[config.mk]
export PLATFORM = sky130hd
export DESIGN_NAME = filtre_kararli_tampon
export DESIGN_NICKNAME = d
export VERILOG_FILES = /design/src/rtl/filtre_kararli_tampon_pkg.sv /design/src/rtl/filtre_kararli_tampon_fifo.sv /design/src/rtl/filtre_kararli_tampon.sv
export SDC_FILE = /design/constraint.sdc
export NUM_CORES = 1
export LEC_CHECK = 0
export CAP_MARGIN = 20
export CORE_ASPECT_RATIO = 0.7
export CORE_MARGIN = 2
export CORE_UTILIZATION = 55
export CTS_BUF_LIST = sky130_fd_sc_hd__clkbuf_8
export CTS_CLUSTER_DIAMETER = 120
export DETAILED_ROUTE_END_ITERATION = 10
export GPL_TIMING_DRIVEN = 0
export MAX_ROUTING_LAYER = met4
export PLACE_DENSITY = 0.78
export SKIP_CTS_REPAIR_TIMING = 1
export SLEW_MARGIN = 20
export SYNTH_ARGS = -nofsm -noshare
export SYNTH_HDL_FRONTEND = slang
export SYNTH_SLANG_ARGS = --single-unit
[constraint.sdc]
create_clock -name clk -period 3.9 [get_ports clk]
set_clock_uncertainty 0.15 [all_clocks]
set_input_delay 1.17 -clock clk [delete_from_list [all_inputs] [get_ports clk]]
set_output_delay 1.17 -clock clk [all_outputs]
set_load 0.03 [all_outputs]
[src/rtl/filtre_kararli_tampon_pkg.sv]
// Shared types and constants for the stable-code buffer that follows the filter.
package filtre_pkg;
  localparam int VERI_W_VARS = 5;

  typedef enum logic [1:0] {
    KARARSIZ = 2'd0,
    SAYIYOR  = 2'd1,
    KARARLI  = 2'd2
  } durum_t;

  localparam logic [7:0] KAYIP_DOYUM = 8'd255;
endpackage

[src/rtl/filtre_kararli_tampon_fifo.sv]
// Small show-ahead FIFO; head is visible without a read, zero when empty.
module kucuk_fifo #(
  parameter int VERI_W   = 5,
  parameter int DERINLIK = 4
) (
  input  logic              clk,
  input  logic              rst_n,
  input  logic              yaz,
  input  logic              oku,
  input  logic [VERI_W-1:0] veri_i,
  output logic [VERI_W-1:0] veri_o,
  output logic              dolu,
  output logic              bos
);
  localparam int AW = $clog2(DERINLIK);

  logic [VERI_W-1:0] mem [DERINLIK];
  logic [AW-1:0]     yptr, optr;
  logic [AW:0]       adet;
  logic              oku_e, yaz_e;

  assign bos    = (adet == '0);
  assign dolu   = (adet == (AW+1)'(DERINLIK));
  assign oku_e  = oku & ~bos;
  // a full FIFO still takes a write when the head leaves on the same edge
  assign yaz_e  = yaz & (~dolu | oku_e);
  assign veri_o = bos ? '0 : mem[optr];

  always_ff @(posedge clk or negedge rst_n) begin
    if (!rst_n) begin
      yptr <= '0;
      optr <= '0;
      adet <= '0;
    end else begin
      if (yaz_e) yptr <= yptr + 1'b1;
      if (oku_e) optr <= optr + 1'b1;
      if (yaz_e && !oku_e)      adet <= adet + 1'b1;
      else if (!yaz_e && oku_e) adet <= adet - 1'b1;
    end
  end

  always_ff @(posedge clk) begin
    if (yaz_e) mem[yptr] <= veri_i;
  end
endmodule

[src/rtl/filtre_kararli_tampon.sv]
// Accepts a filtered code once it has been stable long enough and queues each new one.
module filtre_kararli_tampon
  import filtre_pkg::*;
#(
  parameter int VERI_W       = VERI_W_VARS,
  parameter int KARARLI_SAYI = 4,
  parameter int DERINLIK     = 4
) (
  input  logic              clk,
  input  logic              rst_n,
  input  logic [VERI_W-1:0] filtre_i,
  output logic [VERI_W-1:0] cikis_veri,
  output logic              cikis_gecerli,
  input  logic              cikis_hazir,
  output logic              dolu,
  output logic              bos,
  output logic [7:0]        kayip_sayac
);
  localparam logic [3:0] K = 4'(KARARLI_SAYI);

  logic [VERI_W-1:0] onceki, son_kabul;
  logic              son_kabul_gecerli;
  logic [3:0]        sayac, sayac_n;
  durum_t            durum, durum_n;
  logic              esit, kabul, itme, cekme, yaz, kayip;

  assign esit    = (filtre_i == onceki);
  assign sayac_n = !esit ? 4'd1 : (sayac == K) ? K : sayac + 4'd1;
  assign durum_n = (sayac_n == K)        ? KARARLI :
                   (sayac_n == K - 4'd1) ? SAYIYOR : KARARSIZ;

  // SAYIYOR plus one more equal sample is exactly the edge the count reaches K
  assign kabul = esit && (durum == SAYIYOR);
  assign itme  = kabul && (!son_kabul_gecerli || onceki != son_kabul);
  assign cekme = cikis_gecerli && cikis_hazir;
  assign yaz   = itme && (!dolu || cekme);
  assign kayip = itme && dolu && !cekme;
  assign cikis_gecerli = !bos;

  always_ff @(posedge clk or negedge rst_n) begin
    if (!rst_n) begin
      onceki            <= '0;
      sayac             <= '0;
      durum             <= KARARSIZ;
      son_kabul         <= '0;
      son_kabul_gecerli <= 1'b0;
      kayip_sayac       <= '0;
    end else begin
      onceki <= filtre_i;
      sayac  <= sayac_n;
      durum  <= durum_n;
      if (itme) begin
        son_kabul         <= onceki;
        son_kabul_gecerli <= 1'b1;
      end
      if (kayip && kayip_sayac != KAYIP_DOYUM) kayip_sayac <= kayip_sayac + 8'd1;
    end
  end

  kucuk_fifo #(.VERI_W(VERI_W), .DERINLIK(DERINLIK)) u_fifo (
    .clk    (clk),
    .rst_n  (rst_n),
    .yaz    (yaz),
    .oku    (cekme),
    .veri_i (onceki),
    .veri_o (cikis_veri),
    .dolu   (dolu),
    .bos    (bos)
  );
endmodule
# After elaboration in Yosys (flattened, before gate mapping)

Memory sizes are Yosys's and may differ from the RTL's.
Cells that the tools add are included.

Memories kept: 1
Logic and storage cells: 57
Memory bits (writable): 20
Register bits: 32
Input port bits: 8

Bitwise operators: 5
Equality and inequality tests: 8
Multiplexer cells: 9
Add/subtract/negate cells: 6
Reductions and logical operators: 19

Memory list:

| name       | depth | width | rd ports | clocked after Yosys merged registers in | write ports | line                             | RTL |
|---|---|---|---|---|---|---|---|
| u_fifo.mem | 4     | 5     | 1        | 0                                       | 1           | filtre_kararli_tampon_fifo.sv:17 | `logic [VERI_W-1:0] mem [DERINLIK];` |

Operator list:

| kind                                                                  | number |
|---|---|
| 1-bit logical AND                                                     | 9 |
| 8-bit by 1-bit adder with 8-bit output, second input constant         | 1 |
| 4-bit by 3-bit equality test with 1-bit output, second input constant | 2 |
| 4-bit 2-to-1 mux                                                      | 2 |
| 8-bit inequality test, second input constant                          | 1 |
| 1-bit logical NOT                                                     | 6 |
| 3-bit 2-to-1 mux                                                      | 2 |
| 5-bit equality test                                                   | 1 |
| 5-bit 2-to-1 mux                                                      | 1 |
| 5-bit inequality test                                                 | 1 |
| 2-bit by 1-bit adder with 2-bit output, second input constant         | 2 |
| 4-bit by 1-bit adder with 4-bit output, second input constant         | 1 |
| 4-bit by 2-bit equality test with 1-bit output, second input constant | 1 |
| 3-bit by 1-bit adder with 3-bit output, second input constant         | 1 |
| 3-bit equality test, second input constant                            | 1 |
| 3-bit logical NOT                                                     | 1 |
| 1-bit 2-to-1 mux                                                      | 3 |
| 3-bit by 1-bit subtractor with 3-bit output, second input constant    | 1 |
| 1-bit bitwise AND                                                     | 2 |
| 2-bit by 1-bit equality test with 1-bit output, second input constant | 1 |
| 1-bit logical OR                                                      | 2 |
| 2-bit 2-to-1 mux                                                      | 1 |
| 1-bit inverter                                                        | 2 |
| 2-bit nonzero test                                                    | 1 |
| 1-bit bitwise OR                                                      | 1 |

# Longest topological paths before layout

Word-level depth: 10
Mapped depth: 11
Mapped depth without buffers: 11

# By module

Synthesis repeated with hierarchy kept, for this count alone.

Cell total of the unflattened synthesis: 174
Area total of the unflattened synthesis: 2,426.1 µm²

Modules (own cells, without submodules):

| module                | times used | sequential area each (µm²) | area each (µm²) | cells each |
|---|---|---|---|---|
| filtre_kararli_tampon | 1          | 625.6                      | 1,233.7         | 105 |
| kucuk_fifo            | 1          | 775.7                      | 1,192.4         | 69 |

# Worst setup path after synthesis

Ideal clock, no wire load.

Path kind: input to register
Start point: in filtre_i[1]
End point: reg u_fifo.adet[2]
Required time: 3,671 ps
Stages: 11
Data arrival time: 3,044 ps
Setup slack: 627 ps
Path through: xor2_1 nor4b_4 and2_4 nand2_4 nor2_2 ha_1 inv_1 fa_1 xor2_1 nor2_1 xor2_1

Cells in the longest elaborated chain, start to end: 8
Elaborated cells on any way between the ends: 10

RTL lines:

| element                             | line                             | RTL |
|---|---|---|
| start, declared                     | filtre_kararli_tampon.sv:11      | `input logic [VERI_W-1:0] filtre_i,` |
| 5-bit equality test (*)             | filtre_kararli_tampon.sv:27      | `assign esit = (filtre_i == onceki);` |
| 1-bit logical AND (*)               | filtre_kararli_tampon.sv:33      | `assign kabul = esit && (durum == SAYIYOR);` |
| 1-bit logical AND (*)               | filtre_kararli_tampon.sv:34      | `assign itme = kabul && (!son_kabul_gecerli \|\| onceki != son_kabul);` |
| 1-bit logical AND (*)               | filtre_kararli_tampon.sv:36      | `assign yaz = itme && (!dolu \|\| cekme);` |
| 1-bit bitwise AND (*)               | filtre_kararli_tampon_fifo.sv:26 | `assign yaz_e = yaz & (~dolu \| oku_e);` |
| net u_fifo.yaz_e                    | filtre_kararli_tampon_fifo.sv:20 | `logic oku_e, yaz_e;` |
| 1-bit logical NOT                   | filtre_kararli_tampon_fifo.sv:38 | `else if (!yaz_e && oku_e) adet <= adet - 1'b1;` |
| 1-bit logical AND                   | filtre_kararli_tampon_fifo.sv:38 |  |
| 2-bit nonzero test (no source line) | -                                |  |
| end signal, assigned                | filtre_kararli_tampon_fifo.sv:37 | `if (yaz_e && !oku_e) adet <= adet + 1'b1;` |
| end signal, assigned                | filtre_kararli_tampon_fifo.sv:38 |  |
| end, declared                       | filtre_kararli_tampon_fifo.sv:19 | `logic [AW:0] adet;` |

Mark *: on every way through the listed nets, which the timed path passes. The rest lies on a longest branch.
A chain may end at the register's enable or synchronous reset.

# Final worst setup path

Start point: reg u_fifo.optr[0]
End point: out cikis_veri[2]

Cells in the longest elaborated chain, start to end: 2

RTL lines:

| element                | line                             | RTL |
|---|---|---|
| start, declared        | filtre_kararli_tampon_fifo.sv:18 | `logic [AW-1:0] yptr, optr;` |
| start signal, assigned | filtre_kararli_tampon_fifo.sv:36 | `if (oku_e) optr <= optr + 1'b1;` |
| memory read 4 x 5 bit  | -                                |  |
| 5-bit 2-to-1 mux       | filtre_kararli_tampon_fifo.sv:27 | `assign veri_o = bos ? '0 : mem[optr];` |
| end, declared          | filtre_kararli_tampon.sv:12      | `output logic [VERI_W-1:0] cikis_veri,` |

Every way passes these cells.

==> flow_metrics.env <==
export IMPL_crit_path_end_kind="output port"
export IMPL_yosys_warnings=0
export IMPL_grt_util_all_layers_pct=19.3
export IMPL_dp_cells=239
export IMPL_grt_overflow=0
export IMPL_synth_edff_count=20
export IMPL_fmax_mhz=270
export IMPL_routed_via_count=1313
export IMPL_slew_headroom_pct=53.4
export IMPL_synth_area_per_cell_um2=14.2
export IMPL_synth_most_common_cell="dfrtp_1"
export IMPL_fin_ws_ns=0.192
export IMPL_synth_area_top_cells="dfrtp_1 34%, edfxtp_1 26%, xor2_1 5.3%"
export IMPL_cts_root_buf="clkbuf_8"
export IMPL_ys_flop_type="dfrtp_1"
export IMPL_nets=211
export IMPL_cts_buffers=5
export IMPL_final_layout_size_suffix_gt1_share_pct=15.4
export IMPL_core_area_mm2=0.00399
export IMPL_final_max_slew_violation_count=0
export IMPL_clockBufferDepth=2
export IMPL_synth_top_cell_area_share_pct=34.3
export IMPL_grt_pass1_wl_um=6460
export IMPL_final_area_mm2=0.00272
export IMPL_gp_congestion=0.817
export IMPL_drc=0
export IMPL_num_antenna_cells=0
export IMPL_portBuffers=23
export IMPL_min_path_type="register to register"
export IMPL_cts_sinks=52
export IMPL_synth_cell_types=36
export IMPL_grt_max_degree=33
export IMPL_async_flop_share_pct=61.5
export IMPL_setup_viol=0
export IMPL_drt_wl_total_um=3790
export IMPL_htree_levels=2
export IMPL_critical_path_required_ns=2.58
export IMPL_hold_viol=0
export IMPL_crit_path_max_fanout=7
export IMPL_num_rows=19
export IMPL_die_height_um=58.5
export IMPL_fin_crit_sh_pct=95.1
export IMPL_maxCapViolCount=0
export IMPL_cts_tree="yes"
export IMPL_antenna_found_initial=0
export IMPL_worst_slew_pin_slew_ns=0.699
export IMPL_synth_area_mm2=0.00233
export IMPL_status="finished clean"
export IMPL_dieArea_mm2=0.00479
export IMPL_ant_nets=0
export IMPL_synth_common_cells="32 x dfrtp_1, 20 x edfxtp_1, 14 x xor2_1"
export IMPL_p_leak_nw=1.13
export IMPL_crit_arrival_ns=2.39
export IMPL_grt_pass1_vias=1402
export IMPL_initial_core_util_pct=58.4
export IMPL_die_w_um=81.9
export IMPL_drtIter0Drc=75
export IMPL_wl_per_cell_um=15.3
export IMPL_synth_nets=181
export IMPL_worstSetupStartpointType="register"
export IMPL_place_area_mm2=0.00262
export IMPL_dp_hpwl_um=2820
export IMPL_clk_pin_slew_ns=0.09
export IMPL_preCtsSetupSlack_ns=-0.108
export IMPL_ys_ff_latch=52
export IMPL_viasPerCell=5.32
export IMPL_yosysSeqAreaShare_pct=60.1
export IMPL_fin_cells=247
export IMPL_synth_cells=164
export IMPL_p_total_mw=1.35
export IMPL_finalCriticalPeriod_ns=3.71
export IMPL_num_io_pins=24
export IMPL_worstSkewPairLatency_ns=0.30
export IMPL_powerDensity_mw_per_mm2=495
export IMPL_critPathKind="register to output port"
export IMPL_synth_area_leader_cell="dfrtp_1"
export IMPL_ir_worst_vdd_v=0.000486
export IMPL_area_growth_pct=16.4
export IMPL_firstDrtPassIters=4
export IMPL_rsz0062_at_grt="false"
[sequential cells by signal (all words and copies together), names as in the netlist, 3 cells and up]
register / count
kayip_sayac: 8
sayac: 4
onceki: 5
u_fifo.mem: 20
son_kabul: 5
u_fifo.adet: 3
[critical path, stage by stage, from the launching register on]
cell	delay [ns]
dfrtp_1	0.35
clkbuf_1	0.41
mux4_2	0.58
and2_1	0.17
clkdlybuf4s50_1	0.58
[cell usage in the layout, fill, tap and decap left out, drive strengths merged]
master	instances
or4	1
mux4	5
clkinv	2
a21oi	1
and3	1
fa	1
clkdlybuf4s50	22
buf	2
o2111a	1
clkbuf	8
dfrtp	32
nand3	5
nor2	5
inv	7
or3	1
xor2	14
nand4	2
nor3b	5
nand2b	1
a211oi	1
nand2	10
xnor2	9
nor4	2
o21ai	1
o21a	1
mux2	8
nor2b	2
edfxtp	20
and2	12
nor4b	1
nor3	3
ha	8
a31o	1
[layout make-up]
cell class,count,area [µm²]
Inverter,7,26.3
Fill cell,273,1280
Timing Repair Buffer,23,225
Multi-Input combinational cell,102,895
Clock buffer,6,82.6
Tap cell,52,65.1
Sequential cell,52,1400
Buffer,3,11.3
Clock inverter,2,10.0
[metrics by stage]
step	utilization (%)	hold slack, ns	setup TNS (ns)
2_1_floorplan	-	0.284	0
3_3_place_gp	65.8	0.299	-0.0690
3_5_place_dp	65.7	0.310	-0.157
4_1_cts	68.0	0.332	0
5_1_grt	68.0	0.337	0
6_report	68.0	0.327	0
[routing by layer]
layer | vias to the layer above | routed length [µm] | global-route usage [%]
li1 | 634 | - | -
met1 | 653 | 1720 | 23.8
met2 | 21 | 1850 | 30.2
met3 | 5 | 153 | 5.21
met4 | 0 | 63 | 8.33
met5 | - | 0 | -
[report_power, final]
part	switching [mW]	internal [mW]	total [mW]	leakage (nW)
logic	0.212	0.195	0.407	0.481
clock network	0.167	0.142	0.308	0.0510
registers	0.0307	0.599	0.630	0.594
total	0.409	0.936	1.35	1.13
[cell families (layout without fill, tap and decap cells)]
logic type	count (synthesis)	after routing	synth area share, %
muxes	13	13	8.69
DFF	52	52	60.1
buffers and inverters	10	41	1.61
adders and majority gates	9	9	5.15
xor gates and xnor gates	23	23	8.95
and+or+nand+nor	51	51	13.6
AOI/OAI and AO/OA	6	6	1.93
[worst paths after layout]
check                                  startpoint           endpoint  slack [ns]  depth (start not counted)
worst max-delay path               u_fifo.optr[0]      cikis_veri[2]        0.19                          4
max in group asynchronous                   rst_n           durum[1]        2.39                          1
min in group asynchronous                   rst_n          onceki[2]        0.76                          1
worst min-delay path            son_kabul_gecerli  son_kabul_gecerli        0.33                          1
worst min register to register  son_kabul_gecerli  son_kabul_gecerli        0.33                          1
worst max register to register          onceki[2]     u_fifo.adet[2]        1.02                         11
No activity file was read; power rests on OpenSTA's default activity.
==> patch, RTL diff (same settings) <==
Register the inputs `filtre_i` and `cikis_hazir` before use. The logic sees them one clock later.
--- a/src/rtl/filtre_kararli_tampon.sv
+++ b/src/rtl/filtre_kararli_tampon.sv
@@ -19,4 +19,12 @@
   localparam logic [3:0] K = 4'(KARARLI_SAYI);
 
+  logic [VERI_W-1:0] filtre_q;
+  logic cikis_hazir_q;
+
+  always_ff @(posedge clk) begin
+    filtre_q      <= filtre_i;
+    cikis_hazir_q <= cikis_hazir;
+  end
+
   logic [VERI_W-1:0] onceki, son_kabul;
   logic              son_kabul_gecerli;
@@ -25,5 +33,5 @@
   logic              esit, kabul, itme, cekme, yaz, kayip;
 
-  assign esit    = (filtre_i == onceki);
+  assign esit    = (filtre_q == onceki);
   assign sayac_n = !esit ? 4'd1 : (sayac == K) ? K : sayac + 4'd1;
   assign durum_n = (sayac_n == K)        ? KARARLI :
@@ -33,5 +41,5 @@
   assign kabul = esit && (durum == SAYIYOR);
   assign itme  = kabul && (!son_kabul_gecerli || onceki != son_kabul);
-  assign cekme = cikis_gecerli && cikis_hazir;
+  assign cekme = cikis_gecerli && cikis_hazir_q;
   assign yaz   = itme && (!dolu || cekme);
   assign kayip = itme && dolu && !cekme;
@@ -47,5 +55,5 @@
       kayip_sayac       <= '0;
     end else begin
-      onceki <= filtre_i;
+      onceki <= filtre_q;
       sayac  <= sayac_n;
       durum  <= durum_n;
Check against the original RTL: not equivalent (Yosys sat finds a counterexample within 10 cycles, from zero or initial values and one cycle with rst_n low).
==> patch against the unedited design <==
- non-clock buffer count is 1 higher
- largest cell class unchanged
- first-iteration DRC count rose by 43%
- combinational power up 1%
- design area up 11%
- die area grew 7.3%
- routed wire length grew 6.3%
- sequential power grew 10%
- synthesized area is 7.7% higher
- critical endpoint is now cikis_veri[0]
- sequential cell count increased by 6
- highest routed layer unchanged
- setup slack better by 5.0 ps
- fmax grew 0.14%
- power is 22% higher
==> patch: results <==
[yosys]
synth_common_cells = dfrtp_1 (32), edfxtp_1 (20), and2_1 (11), xnor2_1 (11), xor2_1 (11)
ys_async_sr_fraction = 0.5517
yosysWarnings = 0
ys_seq_area_frac = 0.6053
synthesis.nets = 191
ys_types = 40
synth-edff-count = 20
ys_top_cells_by_area = dfrtp_1 (32%), edfxtp_1 (24%), dfxtp_1 (4.8%), mux4_2 (4.5%), ha_1 (4.0%)
avgSynthCellArea_um2 = 14.45

[routing]
wl_per_cell_um = 15.02
drtIter0Drc = 107
dr_total_vias = 1449
dr.pass1.iters = 5

[cells_and_area]
finalNonFillerCells = 268
layout.nets = 225
drive_gt1_frac = 0.1737
top_regs = u_fifo.mem x20, kayip_sayac x8
diodes = 0

[global_route]
grt.busiest_layer = met2
grt_use_total = 0.1928
grt_use_met1 = 0.2214
first_global_vias = 1454
grt_max_degree = 33
grt_pass1_wl_mm = 6.831
antenna_found_initial = 0
met2_usage = 0.2958
met3_usage = 0.08980

[setup_path]
critPathTopFamily = buffers and inverters
cp.arrival_ps = 2380
crit_slowest_cell = clkdlybuf4s50_1
worstPathMaxFanout = 7
regToRegStartpoint = onceki[1]

[placed_design]
globalplace.congestion = 0.8913
pre_cts_slack_ps = 499.5
hpwl_mm = 2.874
dp_cells = 252
place.port_buffers = 23
place_area_mm2 = 0.002808

[cts]
cts_root_buffer = clkbuf_8
clkTransAtPathRegs_ps = 60
cts_buffers = 9
clock_latency_ps = 330
htree_levels = 3
clockBufferDepth = 2

[timing]
tightest_slew_ps = 757.4

[outcome]
outcome = completed

[power]
max-vdd-ir-drop_mv = 0.4892
leakage_nw = 1.248

[worst_hold_path]
worstHoldStart = filtre_q[1]
## patch: logic make-up after synthesis
| family | after synthesis | synth area share |
|---|---|---|
| flip-flops | 58 | 0.6053 |
| AND/OR/NAND/NOR | 52 | 0.1454 |
| XOR/XNOR | 22 | 0.07665 |
| multiplexers | 13 | 0.08362 |
| buffers and inverters | 11 | 0.01692 |
| AO/OA/AOI/OAI | 9 | 0.02439 |
| adder cells (fa/ha/maj) | 9 | 0.04779 |
## patch: metal layers
layer	wire length (µm)	part of all wire
met5	0	0
met4	47	0.012
met3	182	0.045
met2	2000	0.50
met1	1796	0.45
## patch: area by class of cell
class                      count  area (µm²)
buffer                         4       16.27
tap                           55       68.82
clock buffer                  10       137.6
clock inverter                 6       58.81
multi-input combinational    105       949.7
fill                         299        1375
timing repair buffer          23       225.2
sequential                    58        1521
inverter                       7       26.28
## patch: path summary, 6_finish.rpt
path | slack (ps) | end | cells past startpoint
max in group asynchronous | 2360 | kayip_sayac[5] | 1
max reg2reg | 1020 | u_fifo.adet[2] | 10
min in group asynchronous | 750 | onceki[3] | 1
min reg2reg | 210 | onceki[1] | 0
max | 200 | cikis_veri[0] | 4
min | 210 | onceki[1] | 0
## patch: report_power, final
group | internal [W] | switching [W]
clock network | 0.000307 | 0.000223
registers | 0.000665 | 0.0000316
logic | 0.000197 | 0.000216
total | 0.00117 | 0.000471
## patch: stage by stage
step	total power (W)	hold WS, ps	utilization
after global placement	0.001113	198.7	0.6423
final	0.001639	206.9	0.6860
after global routing	0.001726	212.3	0.6860
after detailed placement	0.001128	205.0	0.6411
after CTS	0.001665	206.7	0.6860
after floorplan	0.0009836	193.4	-
